### src/rtl/ow_pkg.sv
// ow_pkg -- shared definitions for the 1-wire scratchpad receiver.
//   ow_state_t          : receiver FSM state encoding
//   OW_CRC8_POLY        : reflected Dallas/Maxim CRC8 polynomial (x^8+x^5+x^4+1)
//   OW_SCRATCHPAD_BYTES : bytes in a DS18B20-style scratchpad read
//   ow_crc8_step        : one bit of the reflected CRC8
package ow_pkg;

    typedef enum logic [1:0] {
        ST_IDLE    = 2'd0,
        ST_COLLECT = 2'd1,
        ST_DONE    = 2'd2
    } ow_state_t;

    localparam logic [7:0] OW_CRC8_POLY        = 8'h8C;
    localparam int         OW_SCRATCHPAD_BYTES = 9;

    function automatic logic [7:0] ow_crc8_step(input logic [7:0] crc, input logic b);
        ow_crc8_step = (crc >> 1) ^ ((crc[0] ^ b) ? OW_CRC8_POLY : 8'h00);
    endfunction

endpackage

### src/rtl/ow_crc8.sv
// ow_crc8 -- bit-serial reflected Dallas CRC8 accumulator.
//   clk        : system clock
//   reset      : asynchronous active-high reset
//   i_clear    : synchronous clear (wins over i_enable)
//   i_enable   : fold i_bit into the CRC on this edge
//   i_bit      : serial data bit, LSB first
//   o_crc      : current CRC register
//   o_crc_next : CRC value after folding i_bit into o_crc
module ow_crc8
    import ow_pkg::*;
(
    input  logic       clk,
    input  logic       reset,
    input  logic       i_clear,
    input  logic       i_enable,
    input  logic       i_bit,
    output logic [7:0] o_crc,
    output logic [7:0] o_crc_next
);

    logic [7:0] r_crc;
    logic [7:0] w_crc_next;

    assign w_crc_next = ow_crc8_step(r_crc, i_bit);

    always_ff @(posedge clk or posedge reset) begin
        if (reset) begin
            r_crc <= 8'h00;
        end else if (i_clear) begin
            r_crc <= 8'h00;
        end else if (i_enable) begin
            r_crc <= w_crc_next;
        end
    end

    assign o_crc      = r_crc;
    assign o_crc_next = w_crc_next;

endmodule

### src/rtl/ow_scratchpad_rx.sv
// ow_scratchpad_rx -- assembles 1-wire read-slot bits into scratchpad bytes,
// reports each byte, and publishes {byte1, byte0} as the temperature word
// when a frame of NBYTES bytes completes.
//
// Optional feature macro: OW_CRC_CHECK_EN
//   defined   : CRC8 over the whole frame; temp updates only on a good CRC,
//               crc_err holds the result of the last completed frame.
//   undefined : no CRC logic, crc_err tied 0, temp updates on every frame.
//
// Ports
//   clk         : system clock (shared with the 1-wire master)
//   reset       : asynchronous active-high reset
//   frame_start : strobe, starts a new frame from any state
//   bit_valid   : strobe, bit_data holds a sampled bit
//   bit_data    : sampled bit, LSB first
//   byte_data   : last assembled byte
//   byte_valid  : one-cycle strobe when byte_data updates
//   byte_idx    : index of byte_data within the frame
//   temp        : {byte1, byte0} of the last accepted frame
//   temp_valid  : one-cycle strobe at frame completion
//   crc_err     : CRC failure of the last completed frame (level)
//   busy        : high while collecting
//
// state      | meaning
// -----------+-------------------------------------------------
// ST_IDLE    | after reset, waiting for frame_start, bits ignored
// ST_COLLECT | shifting bits in, counting bits and bytes
// ST_DONE    | frame complete, bits ignored until frame_start
module ow_scratchpad_rx
    import ow_pkg::*;
#(
    parameter int NBYTES = OW_SCRATCHPAD_BYTES
)
(
    input  logic        clk,
    input  logic        reset,
    input  logic        frame_start,
    input  logic        bit_valid,
    input  logic        bit_data,
    output logic [7:0]  byte_data,
    output logic        byte_valid,
    output logic [3:0]  byte_idx,
    output logic [15:0] temp,
    output logic        temp_valid,
    output logic        crc_err,
    output logic        busy
);

    localparam logic [3:0] LAST_IDX = 4'(NBYTES - 1);

    ow_state_t   r_state;
    ow_state_t   w_state_nxt;

    logic [2:0]  r_bit_cnt;
    logic [3:0]  r_byte_cnt;
    logic [7:0]  r_sr;
    logic [7:0]  r_byte0;
    logic [7:0]  r_byte1;
    logic [7:0]  r_byte_data;
    logic        r_byte_valid;
    logic [3:0]  r_byte_idx;
    logic [15:0] r_temp;
    logic        r_temp_valid;

    logic        w_take_bit;
    logic        w_byte_done;
    logic        w_frame_done;
    logic [7:0]  w_new_byte;
    logic [7:0]  w_byte1;
    logic        w_crc_ok;

    // frame_start wins over a coincident bit, which is then dropped
    assign w_take_bit   = (r_state == ST_COLLECT) && bit_valid && !frame_start;
    assign w_byte_done  = w_take_bit && (r_bit_cnt == 3'd7);
    assign w_frame_done = w_byte_done && (r_byte_cnt == LAST_IDX);
    assign w_new_byte   = {bit_data, r_sr[7:1]};
    // with a 2-byte frame, byte 1 is the byte completing right now
    assign w_byte1      = (r_byte_cnt == 4'd1) ? w_new_byte : r_byte1;

`ifdef OW_CRC_CHECK_EN
    logic [7:0] w_crc;
    logic [7:0] w_crc_next;
    logic [7:0] w_residue;
    logic       r_crc_err;

    ow_crc8 u_crc8 (
        .clk        (clk),
        .reset      (reset),
        .i_clear    (frame_start),
        .i_enable   (w_take_bit),
        .i_bit      (bit_data),
        .o_crc      (w_crc),
        .o_crc_next (w_crc_next)
    );

    // the residue must include the final bit being sampled this edge
    assign w_residue = w_take_bit ? w_crc_next : w_crc;
    assign w_crc_ok  = (w_residue == 8'h00);
    assign crc_err   = r_crc_err;
`else
    assign w_crc_ok  = 1'b1;
    assign crc_err   = 1'b0;
`endif

    always_ff @(posedge clk or posedge reset) begin
        if (reset) begin
            r_state <= ST_IDLE;
        end else begin
            r_state <= w_state_nxt;
        end
    end

    always_comb begin
        w_state_nxt = r_state;
        if (frame_start) begin
            w_state_nxt = ST_COLLECT;
        end else if (w_frame_done) begin
            w_state_nxt = ST_DONE;
        end
    end

    always_ff @(posedge clk or posedge reset) begin
        if (reset) begin
            r_bit_cnt    <= 3'd0;
            r_byte_cnt   <= 4'd0;
            r_sr         <= 8'h00;
            r_byte0      <= 8'h00;
            r_byte1      <= 8'h00;
            r_byte_data  <= 8'h00;
            r_byte_valid <= 1'b0;
            r_byte_idx   <= 4'd0;
            r_temp       <= 16'h0000;
            r_temp_valid <= 1'b0;
`ifdef OW_CRC_CHECK_EN
            r_crc_err    <= 1'b0;
`endif
        end else begin
            r_byte_valid <= 1'b0;
            r_temp_valid <= 1'b0;
            if (frame_start) begin
                r_bit_cnt  <= 3'd0;
                r_byte_cnt <= 4'd0;
                r_sr       <= 8'h00;
            end else if (w_take_bit) begin
                r_sr      <= w_new_byte;
                r_bit_cnt <= r_bit_cnt + 3'd1;
                if (w_byte_done) begin
                    r_byte_data  <= w_new_byte;
                    r_byte_idx   <= r_byte_cnt;
                    r_byte_valid <= 1'b1;
                    if (r_byte_cnt == 4'd0) r_byte0 <= w_new_byte;
                    if (r_byte_cnt == 4'd1) r_byte1 <= w_new_byte;
                    if (r_byte_cnt != LAST_IDX) begin
                        r_byte_cnt <= r_byte_cnt + 4'd1;
                    end else begin
                        r_temp_valid <= 1'b1;
                        if (w_crc_ok) r_temp <= {w_byte1, r_byte0};
`ifdef OW_CRC_CHECK_EN
                        r_crc_err <= !w_crc_ok;
`endif
                    end
                end
            end
        end
    end

    assign byte_data  = r_byte_data;
    assign byte_valid = r_byte_valid;
    assign byte_idx   = r_byte_idx;
    assign temp       = r_temp;
    assign temp_valid = r_temp_valid;
    assign busy       = (r_state == ST_COLLECT);

endmodule

### config.mk
export PLATFORM = sky130hd
export DESIGN_NAME = ow_scratchpad_rx
export DESIGN_NICKNAME = d
export VERILOG_FILES = /design/src/rtl/ow_pkg.sv /design/src/rtl/ow_crc8.sv /design/src/rtl/ow_scratchpad_rx.sv
export SDC_FILE = /design/constraint.sdc
export NUM_CORES = 1
export LEC_CHECK = 0
export BUFFER_PORTS_ARGS = -buffer_cell sky130_fd_sc_hd__buf_2
export CAP_MARGIN = 10
export CELL_PAD_IN_SITES_DETAIL_PLACEMENT = 0
export CELL_PAD_IN_SITES_GLOBAL_PLACEMENT = 2
export CORE_MARGIN = 2
export CORE_UTILIZATION = 39
export CTS_CLUSTER_DIAMETER = 40
export DETAILED_ROUTE_END_ITERATION = 10
export PLACE_DENSITY = 0.75
export SYNTH_ARGS = -nofsm -noshare
export SYNTH_HDL_FRONTEND = slang
export SYNTH_HIERARCHICAL = 1
export SYNTH_SLANG_ARGS = --single-unit
### constraint.sdc
create_clock -name clk -period 2.4 [get_ports clk]
set_input_delay 0.36 -clock clk [delete_from_list [all_inputs] [get_ports clk]]
set_output_delay 0.36 -clock clk [all_outputs]
set_load 0.01 [all_outputs]
==> metrics.md <==
| Metric | Value |
|---|---|
| Status | `complete, no violations` |
| Fraction of registers with async set/reset | `100%` |
| Main flop type after synthesis | `dfrtp_1` |
| Fin crit period | `1.94 ns` |
| Die area | `7480 um2` |
| Layout cells sized above 1 | `46.8%` |
| Largest net degree at the start of global routing | `41` |
| Hold Fails Final Rpt | `0` |
| Detailed router's first-iteration violation count | `80` |
| Crit. End Element | `flip-flop` |
| # Post-CTS Setup Buffers | `0` |
| Place WS | `0.432 ns` |
| Most common cell after layout, fill and taps aside | `dfrtp_1` |
| Synth top area cells | `dfrtp_1 (58%), mux2_2 (20%), mux2_4 (4.0%)` |
| Vias in the first global route | `1534` |
| Area delta synth->final | `16.5%` |
| Root Buffer | `clkbuf_8` |
| Yosys warning count | `6` |
| Post-synth EDFFs | `0` |
| # IOs | `37` |
| Htree depth | `3` |
| Final Cell Area | `3090 um2` |
| Pre-antenna DRT Iters | `4` |
| Fmax | `0.515 GHz` |
| Max clock buf depth | `2` |
| Via-to-Cell Ratio | `4.84` |
| Die W | `86.5 um` |
| Sequential-to-total area share from yosys stat | `58.5%` |
| Post-route antenna net violation count | `0` |
| # hold bufs at CTS | `0` |
| RSZ-0062 raised after global routing | `false` |
| Wire per inst | `15.3 um` |
| Flop-to-flop setup slack | `0.46 ns` |
| First-pass GRT wire length | `7980 um` |
| Post-DP HPWL | `3160 um` |
| WP data arrival | `2.16 ns` |
| IO buf count | `35` |
| Final clock period utilization by the worst path | `80.9%` |
| Most frequent cells in the layout | `dfrtp_1 (62), mux2_2 (46), buf_2 (35), nand2_1 (20), a21oi_1 (11)` |
| DRC viols | `0` |
| MaxCap Viol Count | `0` |
| Die Y | `86.5 um` |
| Syn_nets | `202` |
| Post-CTS sizing | `0` |
| Reg2reg start | `r_bit_cnt[0]` |
| Vias | `1535` |
| Grt ovf | `0` |
| Count of cell types in the netlist | `30` |
| Placed inst area | `2880 um2` |
| Mean cell area of the mapped netlist | `13.8 um2` |
| Flops & latches, synth | `62` |
| Yosys top cell area share | `58.5%` |
| Worst-path fanout max | `19` |
| Setup TNS | `0 ns` |
| Clock-pin slew on the worst setup and hold paths | `0.07 ns` |
| Fin. max-slew vios | `0` |
| Area leader, netlist | `dfrtp_1` |
| Power per standard cell area | `678 nW/um2` |
| Worst Hold Class | `primary input to async pin` |
| Critical path class | `flip-flop to flip-flop` |
| Post-Route WL | `4860 um` |
| Clk_skew | `0.0114 ns` |
| Overall Global Routing Usage | `14.5%` |
| CP Data Required Time | `2.62 ns` |
| Reg2reg end | `temp[10]` |
| Core footprint | `6680 um2` |
| Startpoint types | `flip-flop` |
| Setup Viol. Count Final | `0` |
| Total CTS buffers | `9` |
| Pleak | `1.62 nW` |
| Ant. Diodes | `0` |
| Sink Count | `62` |
| Cells after Synth | `192` |
| CTS tree | `yes` |
| Row count | `30` |
| Fin nets | `242` |
| Antenna violations before repair | `0` |
| Routability congestion estimate | `0.730` |
| Final WS setup | `0.457 ns` |
| Post-synthesis cell area | `2650 um2` |
| VDD IR max | `363 uV` |
| Initial core utilization | `39.7%` |
| Worst r2r path cells | `5` |
| Clock latency on the worst-skew pair | `0.34 ns` |
[power by group]
group          switching (mW)  leakage (nW)  internal (mW)
clock                   0.405         0.106          0.583
combinational          0.0399         0.651         0.0139
sequential            0.00540         0.859           1.05
total                   0.450          1.62           1.65
[worst max path at each step]
stage	slack [ns]	endpoint	depth (start not counted)	start
6_report	0.46	temp[10]	5	r_bit_cnt[0]
5_1_grt	0.34	temp[10]	5	r_bit_cnt[0]
4_1_cts	0.43	temp[11]	5	r_bit_cnt[0]
3_5_place_dp	0.43	temp[7]	5	r_bit_cnt[0]
3_3_place_gp	0.51	temp[13]	5	r_bit_cnt[0]
2_1_floorplan	0.50	byte_data[0]	1	reset
[area by class of cell]
class                   instances  area [um2]
fillers                       629        3590
flip-flops and latches         62        1550
multi-input cells             115         992
repair buffers                 38         210
clock buffers                  10         128
well taps                      80         100
clock inverters                 6        86.3
inverters                       6        22.5
[routing by layer]
layer  wire (um)  vias up  part of all wire [%]  global-route usage [%]
met5           0        -                     0                       0
met4          60        0                   1.2                    5.54
met3         236        6                   4.9                    5.81
met2        2140       29                    44                    20.3
met1        2420      763                    50                    20.2
li1            -      737                     -                       -
[through the flow]
stage | hold WS [ns] | util (%) | cells | power (mW)
after CTS | 0.0499 | 46.3 | 317 | 2.13
after floorplan | 0.423 | - | 192 | 1.11
after global routing | 0.0623 | 46.3 | 317 | 2.19
final | 0.0377 | 46.3 | 317 | 2.10
after detailed placement | 0.423 | 43.1 | 301 | 1.13
after global placement | 0.426 | 43.1 | 301 | 1.13
[cell usage after synthesis, types with 2 or more instances]
library cell  count
a21oi_1          11
and3b_1           2
buf_2             2
buf_6             4
dfrtp_1          62
ha_1              5
inv_1             6
mux2_2           46
mux2_4            7
nand2_1          20
nor2_1            6
o21ai_0           3
[kinds of logic after synthesis]
family / share of synthesized area [%]
xor gates and xnor gates: 0.330
other: 0.141
buffers and inverters: 4.10
muxes: 23.9
and+or+nand+nor: 7.78
adders and majority gates: 2.36
DFF: 58.5
AOI/OAI and AO/OA: 2.92
[worst max-delay path: stages, from the launching register on]
cell	delay (ns)
dfrtp_1	0.36
ha_1	0.16
ha_1	0.16
nor2b_1	0.30
and3_4	0.46
mux2_2	0.38
[state kept, by name, indices dropped and copies added (netlist names)]
name        cells
byte_idx        4
temp           16
r_state         2
r_byte_cnt      4
byte_valid      1
r_bit_cnt       3
r_byte1         8
temp_valid      1
r_byte0         8
r_sr            7
byte_data       8
No activity file was read; power rests on OpenSTA's default activity.
